==> config.mk <==
export PLATFORM = sky130hd
export DESIGN_NAME = gerenciador_ativos
export DESIGN_NICKNAME = d
export VERILOG_FILES = /design/src/rtl/gerenciador_ativos.sv
export SDC_FILE = /design/constraint.sdc
export NUM_CORES = 1
export LEC_CHECK = 0
export CORE_ASPECT_RATIO = 0.6
export CORE_MARGIN = 2
export CORE_UTILIZATION = 43
export CTS_CLUSTER_DIAMETER = 100
export DETAILED_ROUTE_END_ITERATION = 12
export PLACE_DENSITY = 0.84
export SLEW_MARGIN = 20
export SYNTH_ARGS = -nofsm -noshare
export SYNTH_HDL_FRONTEND = slang
export SYNTH_SLANG_ARGS = --single-unit
==> constraint.sdc <==
create_clock -name clk -period 2.1 [get_ports clk]
set_input_delay 0.315 -clock clk [delete_from_list [all_inputs] [get_ports clk]]
set_output_delay 0.315 -clock clk [all_outputs]
set_load 0.005 [all_outputs]
==> src/rtl/gerenciador_ativos.sv <==
// rtl/gerenciador_ativos.sv - active-node slot manager: finds match/free slot and emits one-hot slot commands
module gerenciador_ativos #(
    parameter int ADDR_WIDTH      = 5,
    parameter int DISTANCIA_WIDTH = 5,
    parameter int CRITERIO_WIDTH  = 5,
    parameter int CUSTO_WIDTH     = 4,
    parameter int NUM_NOS         = 4
) (
    input  logic                           clk,
    input  logic                           rst_n,
    input  logic                           req_valid_in,
    input  logic                           req_op_in,
    input  logic [ADDR_WIDTH-1:0]          req_endereco_in,
    input  logic [DISTANCIA_WIDTH-1:0]     req_distancia_in,
    input  logic [ADDR_WIDTH-1:0]          req_anterior_in,
    input  logic [CUSTO_WIDTH-1:0]         req_menor_vizinho_in,
    input  logic [NUM_NOS-1:0]             na_ativo_in,
    input  logic [NUM_NOS*ADDR_WIDTH-1:0]  na_endereco_in,
    input  logic [NUM_NOS*CRITERIO_WIDTH-1:0] na_criterio_in,
    output logic                           req_ready_out,
    output logic [NUM_NOS-1:0]             ga_habilitar_out,
    output logic                           atualizar_out,
    output logic                           desativar_out,
    output logic [ADDR_WIDTH-1:0]          endereco_out,
    output logic [ADDR_WIDTH-1:0]          anterior_out,
    output logic [DISTANCIA_WIDTH-1:0]     distancia_out,
    output logic [CUSTO_WIDTH-1:0]         menor_vizinho_out,
    output logic [CRITERIO_WIDTH-1:0]      ca_criterio_geral_out,
    output logic                           ga_cheio_out,
    output logic                           ga_vazio_out,
    output logic                           ga_erro_out
);

    typedef enum logic [1:0] {IDLE, BUSCA, EMITIR, ESPERA} estado_t;

    estado_t                   estado;
    logic                      op_q;
    logic [NUM_NOS-1:0]        match_oh;
    logic [NUM_NOS-1:0]        free_oh;
    logic [NUM_NOS-1:0]        target_oh;
    logic                      match_found;
    logic                      free_found;
    logic                      has_target;
    logic [CRITERIO_WIDTH-1:0] crit_min;

    // Priority search: lowest slot index wins for both match and free slot.
    always_comb begin
        match_oh    = '0;
        free_oh     = '0;
        match_found = 1'b0;
        free_found  = 1'b0;
        crit_min    = '1;
        for (int i = 0; i < NUM_NOS; i++) begin
            if (!match_found && na_ativo_in[i] &&
                na_endereco_in[i*ADDR_WIDTH +: ADDR_WIDTH] == endereco_out) begin
                match_oh[i] = 1'b1;
                match_found = 1'b1;
            end
            if (!free_found && !na_ativo_in[i]) begin
                free_oh[i] = 1'b1;
                free_found = 1'b1;
            end
            if (na_ativo_in[i] && na_criterio_in[i*CRITERIO_WIDTH +: CRITERIO_WIDTH] < crit_min)
                crit_min = na_criterio_in[i*CRITERIO_WIDTH +: CRITERIO_WIDTH];
        end
    end

    always_comb begin
        if (op_q || match_found)
            target_oh = match_oh;
        else
            target_oh = free_oh;
        has_target = |target_oh;
    end

    // The captured request registers double as the broadcast operand outputs.
    always_ff @(posedge clk or negedge rst_n) begin
        if (!rst_n) begin
            estado            <= IDLE;
            req_ready_out     <= 1'b1;
            op_q              <= 1'b0;
            endereco_out      <= '0;
            anterior_out      <= '0;
            distancia_out     <= '0;
            menor_vizinho_out <= '0;
            ga_habilitar_out  <= '0;
            atualizar_out     <= 1'b0;
            desativar_out     <= 1'b0;
            ga_erro_out       <= 1'b0;
        end else begin
            case (estado)
                IDLE: begin
                    if (req_valid_in) begin
                        op_q              <= req_op_in;
                        endereco_out      <= req_endereco_in;
                        anterior_out      <= req_anterior_in;
                        distancia_out     <= req_distancia_in;
                        menor_vizinho_out <= req_menor_vizinho_in;
                        req_ready_out     <= 1'b0;
                        estado            <= BUSCA;
                    end
                end
                BUSCA: begin
                    ga_habilitar_out <= target_oh;
                    atualizar_out    <= has_target && !op_q;
                    desativar_out    <= has_target && op_q;
                    ga_erro_out      <= !has_target;
                    estado           <= EMITIR;
                end
                EMITIR: begin
                    ga_habilitar_out <= '0;
                    atualizar_out    <= 1'b0;
                    desativar_out    <= 1'b0;
                    ga_erro_out      <= 1'b0;
                    estado           <= ESPERA;
                end
                ESPERA: begin
                    req_ready_out <= 1'b1;
                    estado        <= IDLE;
                end
                default: begin
                    req_ready_out <= 1'b1;
                    estado        <= IDLE;
                end
            endcase
        end
    end

    always_ff @(posedge clk or negedge rst_n) begin
        if (!rst_n) begin
            ca_criterio_geral_out <= '1;
            ga_cheio_out          <= 1'b0;
            ga_vazio_out          <= 1'b1;
        end else begin
            ca_criterio_geral_out <= crit_min;
            ga_cheio_out          <= &na_ativo_in;
            ga_vazio_out          <= ~|na_ativo_in;
        end
    end

endmodule
* Word level (Yosys, flattened, before mapping)
Cells that the tools add are included.
** Word-level totals
- Flip-flop bits (word level) :: 37
- Input port bits :: 67
- Output and inout bits :: 34
** Cells by class
- Magnitude comparators :: 4
- Equal/unequal tests :: 8
- Muxes and demuxes :: 26
- Reductions and logical operators :: 36
** Operators by type and width (number)
- $eq A5 B5 Y1 :: 4
- $mux W5 :: 4
- $logic_and A1 B1 Y1 :: 16
- $lt A5 B5 Y1 :: 3
- $mux W1 :: 14
- $logic_not A1 Y1 :: 11
- $pmux W1 S2 :: 4
- $pmux W2 S4 :: 1
- $pmux W4 S2 :: 1
- $reduce_or A4 Y1 :: 2
- $lt A5 B5 Y1 const B :: 1
- $eq A2 B2 Y1 const B :: 2
- $mux W4 :: 1
- $reduce_and A2 Y1 :: 2
- $reduce_and A4 Y1 :: 1
- $reduce_bool A2 Y1 :: 2
- $eq A2 B1 Y1 const B :: 1
- $logic_not A2 Y1 :: 1
- $mux W2 :: 1
- $ne A2 B2 Y1 const B :: 1
- $logic_or A1 B1 Y1 :: 1

* Logic depth before layout (Yosys ltp)
- Depth in word-level cells :: 20
- Mapped depth :: 21
- Gate-level depth less buffers :: 20

* Least setup slack after synthesis
Ideal clock, no wire load.
- Path type :: input -> register
- Start :: in na_ativo_in[0]
- End :: reg ca_criterio_geral_out[0]
- Library setup time :: 0.075 ns
- Arrival :: 4.282 ns
- Data required time :: 2.025 ns
- Path slack :: -2.257 ns
- Stages :: 21
- Cell sequence :: buf_4 inv_2 nor2_1 ha_1 nand2_1 o211ai_1 a21oi_2 mux2_2 ha_1 nand2_1 nand3b_1 a2111oi_4 nor2_1 a21oi_4 mux2_4 ha_1 a21o_1 nand2_1 nand4_1 o21ai_4 mux2i_1
** On the way
- Word-level cells in the longest chain between the ends :: 11
** Ends and longest elaborated chain
- start: declaration :: RTL line 17 : input logic [NUM_NOS-1:0] na_ativo_in,
- $logic_and A1 B1 Y1 (*) :: RTL line 63 : if (na_ativo_in[i] && na_criterio_in[i*CRITERIO_WIDTH +: CRITERIO_WIDTH] < crit_min)
- $mux W5 (*) :: RTL line 63
- $lt A5 B5 Y1 :: RTL line 63
- $logic_and A1 B1 Y1 :: RTL line 63
- $mux W5 (*) :: RTL line 63
- $lt A5 B5 Y1 :: RTL line 63
- $logic_and A1 B1 Y1 :: RTL line 63
- $mux W5 (*) :: RTL line 63
- $lt A5 B5 Y1 :: RTL line 63
- $logic_and A1 B1 Y1 :: RTL line 63
- $mux W5 (*) :: RTL line 63
- via crit_min[0] :: RTL line 44 : logic [CRITERIO_WIDTH-1:0] crit_min;
- end signal: assignment :: RTL line 135 : ca_criterio_geral_out <= crit_min;
- end: declaration :: RTL line 28 : output logic [CRITERIO_WIDTH-1:0] ca_criterio_geral_out,
The timed path passes the listed nets; every way through them passes the cells marked *.
A chain may end at the register's enable or synchronous reset.

* Final worst setup path
- Start :: in na_ativo_in[0]
- End :: reg ca_criterio_geral_out[3]
The elaborated chain is that of the path after synthesis.

==> flow_summary.json <==
{
  "stdcell_count": 438,
  "synthCells": 227,
  "synthTopCellsByArea": "dfrtp_1 (32%), mux2_2 (11%), dfstp_2 (7.7%), ha_1 (6.3%), inv_1 (4.1%)",
  "grt_max_degree": 21,
  "hold_start": "na_ativo_in[0]",
  "dpl.hpwl_um": 5610,
  "synthArstFlopShare_pct": 100.0,
  "final_hold_viol_count": 0,
  "synth_commonest_cells": "dfrtp_1 (30), inv_1 (26), mux2_2 (23)",
  "drt_iter0_drc": 95,
  "ir_drop_uv": 735.9,
  "combPwrFrac_pct": 53.8,
  "synth-seq-cells": 37,
  "die_w_um": 100.1,
  "setup_violations": 5,
  "start_util_pct": 45.77,
  "wl_um": 6963,
  "syn_avg_cell_area_sq_um": 10.49,
  "p_sw_w": 0.001329,
  "fin_crit_sh_pct": 179.5,
  "timing.final.ws_setup_ps": -1669,
  "power_density_mw_per_mm2": 976.9,
  "clockRootBuffer": "clkbuf_8",
  "num_io_pins": 101,
  "cts_tree": "yes",
  "p_leak_nw": 1.744,
  "path_clk_slew_ps": 70,
  "fin_crit_ps": 3769,
  "min_path_cells": 3,
  "core-area_sq_mm": 0.005205,
  "cts_buffers": 5,
  "first_pass_iters": 5,
  "nNetsFinal": 451,
  "portBuffers": 100,
  "cts_max_path_buffers": 2,
  "synth_nets": 306,
  "ys_seq_area_share_pct": 39.23,
  "synth_area_leader_cell": "dfrtp_1",
  "ant_nets": 0,
  "startpoint_type": "input port",
  "r2r-start": "endereco_out[4]",
  "path_class": "input port to flop",
  "final_area_sq_mm": 0.003979,
  "die_h_um": 61.66,
  "synth.cell_area_sq_mm": 0.002382,
  "cp.arrival_ps": 3980,
  "grt-ovfl-total": 0,
  "pwr-share-clk_pct": 13.3,
  "slew_violations": 0,
  "skew_ps": 1.801,
  "setup.worst_path.end_class": "flop",
  "worst_pin_slew_ps": 347.2,
  "layout-drive-gt1-share_pct": 33.06,
  "fillers": 339,
  "hold_path.class": "input port to flop",
  "synthToLayoutAreaGrowth_pct": 67.02,
  "r2r_end": "ga_habilitar_out[1]",
  "clock-sinks": 37,
  "rsz0062_at_grt": "yes",
  "synth_most_common_cell": "dfrtp_1",
  "p_int_w": 0.002558,
  "worstSkewPairLatency_ps": 290,
  "synth.distinct_cells": 49,
  "routabilityCongestion": 0.9077,
  "fp-row-count": 20,
  "wire_per_inst_um": 15.90,
  "grt_use_total_pct": 23.51,
  "status": "complete, but fails checks",
  "dp.cells": 424,
  "multi_input_area_sq_mm": 0.001435,
  "r2r_cells": 7,
  "seqPwrFrac_pct": 32.9,
  "htree_num_levels": 2,
  "sw_frac_of_total_pct": 34.18,
  "dieArea_sq_mm": 0.006171,
  "violations": "negative setup slack",
  "avgViaCountPerCell": 4.991,
  "slew_headroom_pct": 76.85,
  "worstPathRequired_ps": 2310,
  "maxCapViolCount": 0,
  "grt_pass1_vias": 2251,
  "ff2ff_setup_slack_ps": 140,
  "holdPathEnd": "ga_vazio_out",
  "placedInstanceArea_sq_mm": 0.003784,
  "via_count": 2186,
  "synth-edff-count": 0,
  "fmax_ghz": 0.2653,
  "antenna_found_initial": 0,
  "regArea_sq_um": 934.6,
  "yosysWarnings": 0,
  "num_antenna_cells": 0,
  "drc": 0,
  "ys.flop_type": "dfrtp_1",
  "cp_max_fo": 5,
  "grt_pass1_wl_um": 10830,
  "synth_top_area_share_pct": 31.51
}
cells in the final DEF, fill, tap and decap left out, types with 10 or more instances in the layout:
master           Yosys  layout
xnor2_1             10      10
clkdlybuf4s50_1      0      87
mux2_2              23      22
inv_1               26      24
dfrtp_1             30      30
buf_4                1      46
xor2_1              10      10
nor2_1              14      11
how the worst max path moves through the flow:
stage,from,endpoint,slack [ps]
finish,na_ativo_in[0],ca_criterio_geral_out[3],-1670
global route,na_ativo_in[0],ca_criterio_geral_out[3],-1830
CTS,na_ativo_in[0],ca_criterio_geral_out[3],-1600
detailed placement,na_ativo_in[0],ca_criterio_geral_out[0],-2590
global placement,na_ativo_in[0],ca_criterio_geral_out[3],-2440
floorplan,na_ativo_in[0],ca_criterio_geral_out[0],-2000
registers in the layout, indices dropped and copies added (netlist names):
signal,cells
ga_vazio_out,1
ga_erro_out,1
op_q,1
distancia_out,5
menor_vizinho_out,4
ga_habilitar_out,4
ca_criterio_geral_out,5
anterior_out,5
req_ready_out,1
endereco_out,5
desativar_out,1
atualizar_out,1
ga_cheio_out,1
estado,2
logic make-up (layout without fill, tap and decap cells):
kind of cell    after synthesis  count (layout)  synth area share (%)
simple gates                 54              54                 12.24
flops                        37              37                 39.23
buf+inv                      36             181                 6.092
compound gates               34              34                 12.61
mux                          33              33                 15.70
xor+xnor                     20              20                 7.353
fa+ha+maj                    13              13                 6.775
metrics by stage:
stage / worst slack (ps) / util, % / hold WS, ps / TNS (ps) / power, W
2_1_floorplan: -1998 / - / 19.41 / -9990 / 0.002302
3_3_place_gp: -2437 / 72.69 / 231.9 / -12390 / 0.003251
3_5_place_dp: -2588 / 72.69 / 233.2 / -13220 / 0.003330
4_1_cts: -1605 / 75.82 / 321.2 / -7998 / 0.003874
5_1_grt: -1826 / 76.44 / 352.2 / -9002 / 0.004140
6_report: -1669 / 76.44 / 339.0 / -8238 / 0.003887
critical path, cell delays in order:
cell	delay, ps
buf_8	110
inv_8	50
nor2_4	40
ha_4	280
nand2_4	70
a221oi_4	260
a21oi_4	110
mux2_4	330
ha_4	220
nand2_2	50
nand3b_1	150
a2111oi_4	270
nor2_2	100
a21oi_4	170
mux2_4	340
ha_4	240
a21o_1	140
nand2_1	80
nand4_1	140
o21ai_4	260
mux2i_1	250
repair_timing:
item	4_1_cts	5_1_grt
setup buffers	5	1
hold buffers	1	0
setup endpoints to repair	5	7
resized for setup	39	5
pin swaps	17	2
hold endpoints to repair	9	0
per-layer routing:
metal / vias to the layer above / GRT usage, % / part of all wire, %
met5: - / 0 / 0
met4: 0 / 4.697 / 0.70
met3: 6 / 7.605 / 8.6
met2: 86 / 38.90 / 44
met1: 1013 / 31.15 / 46
li1: 1081 / - / -
layout make-up:
| cell class | instances | area share, % |
|---|---|---|
| clock buffer | 6 | 2.075 |
| clock inverter | 1 | 0.1887 |
| inverter | 27 | 2.736 |
| multi-input combinational | 154 | 36.07 |
| sequential | 37 | 23.49 |
| tap | 66 | 2.075 |
| timing repair buffer | 147 | 33.36 |
power groups by stage:
| stage | logic (W) | registers [W] | clock network [W] |
|---|---|---|---|
| 6_report | 0.00209 | 0.00128 | 0.000519 |
| 5_1_grt | 0.00227 | 0.00132 | 0.000549 |
| 4_1_cts | 0.00207 | 0.00128 | 0.000524 |
| 3_5_place_dp | 0.00204 | 0.00129 | 0 |
| 3_3_place_gp | 0.00198 | 0.00127 | 0 |
| 2_1_floorplan | 0.00108 | 0.00122 | 0 |
No activity file was read; power rests on OpenSTA's default activity.
